===== config.mk =====
export PLATFORM = sky130hd
export DESIGN_NAME = fp_unpack_flat
export DESIGN_NICKNAME = d
export VERILOG_FILES = /design/src/rtl/fp_unpack_if.sv /design/src/rtl/fp_unpack.sv /design/src/flat_wrapper.sv
export SDC_FILE = /design/constraint.sdc
export NUM_CORES = 1
export LEC_CHECK = 0
export ABC_AREA = 0
export CAP_MARGIN = 20
export CORE_MARGIN = 2
export CORE_UTILIZATION = 45
export DETAILED_ROUTE_END_ITERATION = 12
export PLACE_DENSITY = 0.73
export REMOVE_ABC_BUFFERS = 1
export SYNTH_ARGS = -nofsm -noshare
export SYNTH_HDL_FRONTEND = slang
export SYNTH_SLANG_ARGS = --single-unit
export TNS_END_PERCENT = 50

===== constraint.sdc =====
create_clock -name clk -period 3.4 [get_ports clk]
set_input_delay 0.51 -clock clk [delete_from_list [all_inputs] [get_ports clk]]
set_output_delay 0.51 -clock clk [all_outputs]
set_load 0.03 [all_outputs]

===== src/rtl/fp_unpack_if.sv =====
// Producer/consumer bundle for the FP operand unpacker: packed word in, decoded operand out.
interface fp_unpack_if;
  logic        in_valid;
  logic        in_ready;
  logic        in_op;
  logic [31:0] in_data;
  logic        out_valid;
  logic        out_ready;
  logic        unp_op;
  logic        unp_s;
  logic [7:0]  unp_e;
  logic [23:0] unp_m;
  logic        unp_zero;
  logic        unp_inf;
  logic        unp_nan;

  modport master (
    output in_valid, in_op, in_data, out_ready,
    input  in_ready, out_valid, unp_op, unp_s, unp_e, unp_m, unp_zero, unp_inf, unp_nan
  );
  modport slave (
    input  in_valid, in_op, in_data, out_ready,
    output in_ready, out_valid, unp_op, unp_s, unp_e, unp_m, unp_zero, unp_inf, unp_nan
  );
endinterface


===== src/rtl/fp_unpack.sv =====
// FP16/FP32 operand decoder feeding a small FIFO in front of the MAC multiplier.
// Define FP_UNPACK_FTZ_EN to flush subnormal inputs to signed zero.
module fp_unpack #(
  parameter int DEPTH = 2,
  parameter int PTR_W = 1
) (
  input logic     clk,
  input logic     rst,
  fp_unpack_if.slave io
);
  typedef struct packed {
    logic        op;
    logic        s;
    logic [7:0]  e;
    logic [23:0] m;
    logic        zero;
    logic        inf;
    logic        nan;
  } unp_t;

  unp_t             dec;
  unp_t             head;
  unp_t             mem_q [DEPTH];
  unp_t             mem_d [DEPTH];
  logic [PTR_W-1:0] wr_ptr_q, wr_ptr_d;
  logic [PTR_W-1:0] rd_ptr_q, rd_ptr_d;
  logic [PTR_W:0]   count_q, count_d;
  logic [7:0]       ex, emax;
  logic [23:0]      fr, hid;
  logic             push, pop;

  always_comb begin
    dec    = '0;
    dec.op = io.in_op;
    if (io.in_op) begin
      dec.s = io.in_data[31];
      ex    = io.in_data[30:23];
      emax  = 8'hFF;
      fr    = {1'b0, io.in_data[22:0]};
      hid   = 24'h80_0000;
    end else begin
      dec.s = io.in_data[15];
      ex    = {3'd0, io.in_data[14:10]};
      emax  = 8'h1F;
      fr    = {14'd0, io.in_data[9:0]};
      hid   = 24'h00_0400;
    end
    if (ex == 8'd0 && fr == 24'd0) begin
      dec.zero = 1'b1;
    end else if (ex == emax) begin
      dec.e   = emax;
      dec.m   = hid | fr;
      dec.inf = (fr == 24'd0);
      dec.nan = (fr != 24'd0);
    end else if (ex == 8'd0) begin
`ifdef FP_UNPACK_FTZ_EN
      dec.zero = 1'b1;
`else
      // subnormal: hidden bit clear, effective exponent 1
      dec.e = 8'd1;
      dec.m = fr;
`endif
    end else begin
      dec.e = ex;
      dec.m = hid | fr;
    end
  end

  assign io.in_ready  = (count_q != (PTR_W+1)'(DEPTH));
  assign io.out_valid = (count_q != '0);
  assign push         = io.in_valid & io.in_ready;
  assign pop          = io.out_valid & io.out_ready;

  always_comb begin
    mem_d    = mem_q;
    wr_ptr_d = wr_ptr_q;
    rd_ptr_d = rd_ptr_q;
    count_d  = count_q;
    if (push) begin
      mem_d[wr_ptr_q] = dec;
      wr_ptr_d        = wr_ptr_q + PTR_W'(1);
    end
    if (pop) rd_ptr_d = rd_ptr_q + PTR_W'(1);
    case ({push, pop})
      2'b10:   count_d = count_q + (PTR_W+1)'(1);
      2'b01:   count_d = count_q - (PTR_W+1)'(1);
      default: count_d = count_q;
    endcase
  end

  always_ff @(posedge clk or posedge rst) begin
    if (rst) begin
      wr_ptr_q <= '0;
      rd_ptr_q <= '0;
      count_q  <= '0;
    end else begin
      wr_ptr_q <= wr_ptr_d;
      rd_ptr_q <= rd_ptr_d;
      count_q  <= count_d;
    end
  end

  // payload storage needs no reset: outputs are masked while empty
  always_ff @(posedge clk) mem_q <= mem_d;

  assign head        = io.out_valid ? mem_q[rd_ptr_q] : '0;
  assign io.unp_op   = head.op;
  assign io.unp_s    = head.s;
  assign io.unp_e    = head.e;
  assign io.unp_m    = head.m;
  assign io.unp_zero = head.zero;
  assign io.unp_inf  = head.inf;
  assign io.unp_nan  = head.nan;
endmodule


===== src/flat_wrapper.sv =====
// flat-port wrapper written by rule: the top's interface ports become plain ports
module fp_unpack_flat 
#(
  parameter int DEPTH = 2,
  parameter int PTR_W = 1
)
  (clk, rst, io_in_valid, io_in_op, io_in_data, io_out_ready, io_in_ready, io_out_valid, io_unp_op, io_unp_s, io_unp_e, io_unp_m, io_unp_zero, io_unp_inf, io_unp_nan);
  fp_unpack_if io_i ();
  input logic clk;
  input logic rst;
  input wire logic [$bits(io_i.in_valid)-1:0] io_in_valid;
  input wire logic [$bits(io_i.in_op)-1:0] io_in_op;
  input wire logic [$bits(io_i.in_data)-1:0] io_in_data;
  input wire logic [$bits(io_i.out_ready)-1:0] io_out_ready;
  output wire logic [$bits(io_i.in_ready)-1:0] io_in_ready;
  output wire logic [$bits(io_i.out_valid)-1:0] io_out_valid;
  output wire logic [$bits(io_i.unp_op)-1:0] io_unp_op;
  output wire logic [$bits(io_i.unp_s)-1:0] io_unp_s;
  output wire logic [$bits(io_i.unp_e)-1:0] io_unp_e;
  output wire logic [$bits(io_i.unp_m)-1:0] io_unp_m;
  output wire logic [$bits(io_i.unp_zero)-1:0] io_unp_zero;
  output wire logic [$bits(io_i.unp_inf)-1:0] io_unp_inf;
  output wire logic [$bits(io_i.unp_nan)-1:0] io_unp_nan;
  assign io_i.in_valid = io_in_valid;
  assign io_i.in_op = io_in_op;
  assign io_i.in_data = io_in_data;
  assign io_i.out_ready = io_out_ready;
  assign io_in_ready = io_i.in_ready;
  assign io_out_valid = io_i.out_valid;
  assign io_unp_op = io_i.unp_op;
  assign io_unp_s = io_i.unp_s;
  assign io_unp_e = io_i.unp_e;
  assign io_unp_m = io_i.unp_m;
  assign io_unp_zero = io_i.unp_zero;
  assign io_unp_inf = io_i.unp_inf;
  assign io_unp_nan = io_i.unp_nan;
  fp_unpack #(.DEPTH(DEPTH), .PTR_W(PTR_W)) u_core (.clk(clk), .rst(rst), .io(io_i));
endmodule

==> reports/results.ini <==
[setup_path]
startpoint_type = flop
reg2reg_slack_ns = 1.58
max_stage_delay_ns = 0.69
r2r-end = u_core.mem_q[31]
cp_max_fo = 24
r2r-start = u_core.count_q[0]
slowest_stage = clkdlybuf4s50_1
cp.required_ns = 2.89
end_kind = output port
worst_r2r_path_depth = 2
worstPathCellList = buf_12, mux2i_1, nor2_1, clkdlybuf4s50_1
worstPathArrival_ns = 2.20
critPathKind = flop to output port

[finish]
regArea_mm2 = 0.002323
syn2layout_area_growth_pct = 30.09
num_antenna_cells = 0
multi_input_area_um2 = 955.9
n_fill_cell = 579
nets = 347
instances_no_fill = 412
layout-drive-gt1-share = 0.09585

[floorplan]
die_height_um = 90.73
die_w_um = 90.73
dieArea_mm2 = 0.008231
start_util = 0.4666
io_pins = 76
fp-row-count = 31
core_region_area_mm2 = 0.007253

[cts]
clk_pin_slew_ns = 0.07
post_cts_buffers = 0
clock-sinks = 78
worstSkewPairLatency_ns = 0.34
clock_path_buffers = 2
cts_hold_repair.buffers = 0
cts_tree = built
root_buffer = clkbuf_8
cts_resized = 0
cts_buffers = 9
cts_max_level = 3

[placed_design]
dp_hpwl_um = 4272
io_buffers = 75
dp.cells = 397
gp_congestion = 0.7809

[grt]
grt_pass1_wl_um = 10310
gr-usage-met3 = 0.03255
grt_use_met2 = 0.2718
grt_use_total = 0.1644
overflow = 0
grt_pass1_vias = 2118
busiest_layer = met2
grt_antenna_before_repair = 0
gr-usage-met1 = 0.2069
grt_max_degree = 38

[sta]
setup_tns_ns = 0
maxSlewViolCount = 0
slew_headroom = 0.3795
timing.fmax_ghz = 0.3687
hold_violations = 0
finalCritPeriodShare = 0.7978
rsz0062_at_grt = no
setup_viol = 0
worst_pin_slew_ns = 0.9308
fin_crit_ns = 2.713
fin_skew_ns = 0.008082

[power]
p_switching_mw = 1.540
p_sw_frac = 0.3864
combPwrFrac = 0.477
p_int_mw = 2.446
ir_drop_mv = 0.3454
clock_power_share = 0.162
p_leak_nw = 1.625
cellPowerDensity_mw_per_mm2 = 905.3
pwr-share-seq = 0.361

[route]
wire_per_inst_um = 15.42
detail_route.first_pass.iterations = 4
via_count = 2073
drt_iter0_drc = 79
totalWireLength_um = 6353
drc_errors = 0
via_per_inst = 5.032
ant_nets = 0

[yosys]
avgSynthCellArea_um2 = 14.16
ys_seq_area_frac = 0.6861
syn_area_mm2 = 0.003384
synth.distinct_cells = 33
ys.warnings.count = 0
syn_inst = 239
synth-seq-cells = 78

[job]
cap_violations = 0

[status]
status = finished clean

[hold_path]
min_path_type = input port to async pin

[cell usage in the layout, fill, tap and decap left out, types with 3 or more instances in the layout]
| cell type | netlist | layout |
|---|---|---|
| edfxtp_1 | 74 | 74 |
| dfrtp_1 | 4 | 3 |
| mux2_2 | 4 | 4 |
| nor2_1 | 42 | 40 |
| buf_4 | 1 | 4 |
| mux2i_1 | 38 | 38 |
| inv_1 | 5 | 5 |
| xnor2_1 | 3 | 3 |
| clkdlybuf4s50_1 | 0 | 75 |
| and2_1 | 16 | 16 |
| clkbuf_8 | 0 | 9 |
| nand2_1 | 3 | 3 |
| nor4_1 | 6 | 6 |
[registers in the layout (all words and copies together) (netlist names)]
register         cells
u_core.wr_ptr_q      1
u_core.mem_q        74
u_core.rd_ptr_q      1
u_core.count_q       2
[logic make-up after synthesis]
group	count (synthesis)	share of synthesized area
xor+xnor	5	0.01294
buf+inv	26	0.03475
mux	43	0.1301
simple gates	79	0.1161
fa+ha+maj	1	0.003696
flops	78	0.6861
compound gates	7	0.01627
[critical path, delay by kind of cell, from the launching register on]
family | cells | cell delay [ns]
mux | 1 | 0.11
buf+inv | 2 | 0.96
simple gates | 1 | 0.10
flops | 1 | 0.67
[Yosys cell counts]
cell / number / area [µm²]
and2_1: 16 / 100.1
clkbuf_1: 12 / 45.04
mux2_2: 4 / 45.04
nand2_1: 3 / 11.26
buf_4: 1 / 7.510
buf_2: 7 / 35.03
o21a_1: 1 / 7.510
and3_1: 1 / 6.260
nor2b_1: 1 / 6.260
xor2_1: 2 / 17.52
xnor2_1: 3 / 26.28
a2bb2oi_1: 1 / 8.760
nand2b_1: 1 / 6.260
nand3_1: 2 / 10.01
inv_1: 5 / 18.77
mux2_4: 1 / 15.01
nor2_1: 42 / 157.7
a31oi_1: 1 / 6.260
o211ai_2: 1 / 12.51
nand2b_2: 1 / 8.760
buf_6: 1 / 11.26
dfrtp_1: 4 / 100.1
a211oi_1: 1 / 7.510
mux2i_1: 38 / 380.4
nor4_1: 6 / 37.54
nor3_4: 1 / 16.27
nand3b_1: 2 / 15.01
nor3_1: 1 / 5.000
a21o_1: 1 / 7.510
edfxtp_1: 74 / 2222
o21ai_0: 1 / 5.000
nand4_1: 2 / 12.51
ha_1: 1 / 12.51
[area by class of cell]
type	count	share of cell area
sequential	78	0.5277
multi-input combinational	135	0.2171
timing repair buffer	80	0.1819
clock buffer	11	0.02984
tap	99	0.02813
clock inverter	4	0.01108
inverter	5	0.004263
[power groups by stage]
stage	Combinational, mW	Sequential, mW	Clock, mW
detailed placement	1.93	1.46	0
CTS	1.93	1.44	0.662
global route	2.02	1.46	0.705
global placement	1.91	1.45	0
floorplan	1.11	1.48	0
finish	1.90	1.44	0.645
[worst max path at each step]
stage | from | endpoint | slack [ns] | cells after the start
2_1_floorplan | u_core.count_q[0] | u_core.count_q[1] | 0.37 | 6
3_3_place_gp | io_in_op | u_core.mem_q[26] | 0.89 | 5
3_5_place_dp | io_in_op | u_core.mem_q[63] | 0.83 | 5
4_1_cts | u_core.rd_ptr_q | io_unp_m[23] | 0.66 | 4
5_1_grt | u_core.rd_ptr_q | io_unp_m[11] | 0.57 | 4
6_report | u_core.rd_ptr_q | io_unp_e[3] | 0.69 | 4
[stage by stage]
| step | instance area [µm²] | total power, mW | hold slack (ns) | utilization | setup WS (ns) |
|---|---|---|---|---|---|
| 6_report | 4403 | 3.986 | 0.3508 | 0.6070 | 0.6875 |
| 5_1_grt | 4403 | 4.191 | 0.3910 | 0.6070 | 0.5734 |
| 4_1_cts | 4403 | 4.036 | 0.3385 | 0.6070 | 0.6570 |
| 3_5_place_dp | 4223 | 3.389 | 0.5125 | 0.5822 | 0.8350 |
| 3_3_place_gp | 4223 | 3.367 | 0.5024 | 0.5822 | 0.8901 |
| 2_1_floorplan | 3286 | 2.595 | 0.2761 | - | 0.3717 |
[routing by layer]
metal	vias up	wire length (µm)
li1	1001	-
met1	998	2805
met2	65	3118
met3	9	318
met4	0	111
met5	-	0
Power figures use the tool's default switching activity.
==> RTL change (config.mk and constraints unchanged) <==
Build with the macro `FP_UNPACK_FTZ_EN` defined.
--- a/src/rtl/fp_unpack.sv
+++ b/src/rtl/fp_unpack.sv
@@ -2,2 +2,4 @@
 // Define FP_UNPACK_FTZ_EN to flush subnormal inputs to signed zero.
+`define FP_UNPACK_FTZ_EN
+
 module fp_unpack #(
Function: changed (Yosys sat finds a counterexample within 4 cycles, from zero or initial values and one cycle with rst high).
==> RTL change against the original RTL <==
Synthesized area is 0.37% lower. Worst setup slack got worse by 0.11 ns. Design area increased by 2.4%. Sequential share of layout area fell by 1.2 points. Routed wire length increased by 4.8%. Cell count is 1.9% higher. Power up 6.3%. Critical endpoint is now io_unp_m[11]. Sequential cell count did not move.
==> RTL change: results (changes against the original RTL) <==
Detailed routing
  • Met3 WL: 321 um (+0.94%)
  • 1st-pass router iterations: 4 (unchanged)
  • Metal1 wirelength: 2.936 mm (+4.7%)
  • Met2 wire len: 3.283 mm (+5.3%)
  • Post-DR vias/cell: 4.967 (-1.3%)
  • 1st-iter DRT viols: 139 (+76%)
  • WL final: 6.660 mm (+4.8%)

Timing
  • Final Skew: 0.005978 ns (-0.002104 ns)
  • Slew @ Worst Pin: 0.9136 ns (-0.01717 ns)

Global route
  • Vias in the first global route: 2,073 (-2.1%)
  • Total track usage: 16.49% (+0.054 points)
  • Antenna violations before repair: 0 (unchanged)
  • First-pass GRT wire length: 10.18 mm (-1.3%)

Worst setup path
  • R2r worst-path depth: 7 (+5)
  • R2R Setup Slk: 1.30 ns (-0.28 ns)
  • RR Endpoint: u_core.count_q[1]$_DFFE_PP0P_
  • Worst path arrival time: 2.32 ns (+0.12 ns)
  • Critical Path Sink: io_unp_m[11]
  • CP Max Fanout: 21 (-13%)

Outcome
  • Outcome: completed

Logic synthesis
  • Netlist cell types: 32 (-3.0%)
  • Mux share of post-synthesis cell area: 12.76% (-0.25 points)
  • Seq/Total Area, Yosys: 68.87% (+0.25 points)
  • Area share of fa/ha/maj cells after synthesis: 0.3711% (+0.0014 points)
  • Synth warn: 0 (unchanged)
  • Compound-cell area share of the yosys netlist: 1.187% (-0.44 points)
  • Ranking of synthesized cells by area: edfxtp_1 (66%), mux2i_1 (11%), nor2_1 (4.8%)
  • Post-synth top flop: edfxtp_1
  • Post-synth top cells: edfxtp_1 (74), nor2_1 (43), mux2i_1 (37), and2_1 (15), nor2b_1 (10)
  • Synth Area in XOR/XNOR: 1.299% (+0.0048 points)

Finish
  • Net count, final: 354 (+2.0%)
  • Fraction of layout instances using a drive strength above 1: 9.034% (-0.55 points)
  • Largest regs: u_core.mem_q: 74 flops, u_core.count_q: 2 flops
  • ANT cells: 0 (unchanged)
  • Filler Cells Inserted: 587 (+1.4%)

Floorplanning
  • Placeable Area: 7253 um^2 (unchanged)

Worst hold path
  • Worst min-delay path category: in2async

Clock tree
  • CTS clk-pin slew, worst paths: ~0.080 ns
  • Bufs on Longest Clock Path: 2 (unchanged)
  • Later-pin clock latency in the skew report: 0.34 ns (about the same)

Placed design
  • Area after DPL: 4247 um^2 (+0.56%)
  • Placer Congestion: 0.7940 (+1.7%)
  • DP HPWL: 4.359 mm (+2.0%)

Pwr
  • Maximum VDD drop: 0.3838 mV (+11%)
  • Cell Int Power: 2.665 mW (+9.0%)
  • Leak: 1.666 nW (+2.5%)
RTL change: changes by cell type in the layout (fill, tap and decap cells not counted), sizes merged, moves of 2 or more:
cell,before,now
nor2b,1,10
a21oi,0,3
bufinv,1,4
clkbuf,11,9
inv,5,3
RTL change: critical path, cell delays in order, from the launching register on:
cell and delay, ns:
dfrtp_2 0.74, buf_12 0.27, mux2i_1 0.28, nor2_1 0.07
clkdlybuf4s50_1 0.60
RTL change: power by group through the flow:
stage               registers [mW]  clock network, mW  logic (mW)
floorplan                     1.48                  0        1.11
global placement              1.47                  0        1.91
detailed placement            1.48                  0        1.92
CTS                           1.46              0.894        1.93
global route                  1.48              0.926        2.02
finish                        1.45              0.884        1.90
RTL change: final cells by class:
class | count | area share, %
multi-input cells | 144 | 21.90
inverters | 3 | 0.2499
flip-flops and latches | 78 | 51.55
well taps | 99 | 2.748
clock buffers | 9 | 2.748
repair buffers | 80 | 17.77
clock inverters | 7 | 3.026
RTL change: cells by family (layout without fill, tap and decap cells):
group,Yosys count,in the layout
multiplexers,42,42
AO/OA/AOI/OAI,7,7
adder cells (fa/ha/maj),1,1
flip-flops,78,78
AND/OR/NAND/NOR,89,89
XOR/XNOR,5,5
buffers and inverters,15,99
RTL change: per-stage QoR:
stage	std cells	utilization, %	power, mW	setup WS, ns
after floorplan	225	-	2.597	0.3717
after global placement	404	58.55	3.375	0.8762
after CTS	420	62.14	4.275	0.5491
after global routing	420	62.14	4.421	0.4786
final	420	62.14	4.238	0.5729
after detailed placement	404	58.55	3.392	0.8204
RTL change: routing by layer:
| metal | global-route usage [%] | vias to the layer above |
|---|---|---|
| li1 | - | 1015 |
| met1 | 20.27 | 1007 |
| met2 | 28.30 | 56 |
| met3 | 3.422 | 8 |
| met4 | 6.923 | 0 |
| met5 | 0 | - |
RTL change: worst min path at each step:
stage,startpoint,end,slack [ns],cells past startpoint
CTS,rst,u_core.count_q[0]$_DFFE_PP0P_,0.35,2
global route,rst,u_core.count_q[1]$_DFFE_PP0P_,0.38,2
detailed placement,u_core.count_q[1]$_DFFE_PP0P_,u_core.count_q[1]$_DFFE_PP0P_,0.54,1
floorplan,rst,u_core.count_q[0]$_DFFE_PP0P_,0.28,1
global placement,u_core.wr_ptr_q$_DFFE_PP0N_,u_core.wr_ptr_q$_DFFE_PP0N_,0.53,1
finish,rst,u_core.count_q[0]$_DFFE_PP0P_,0.35,2
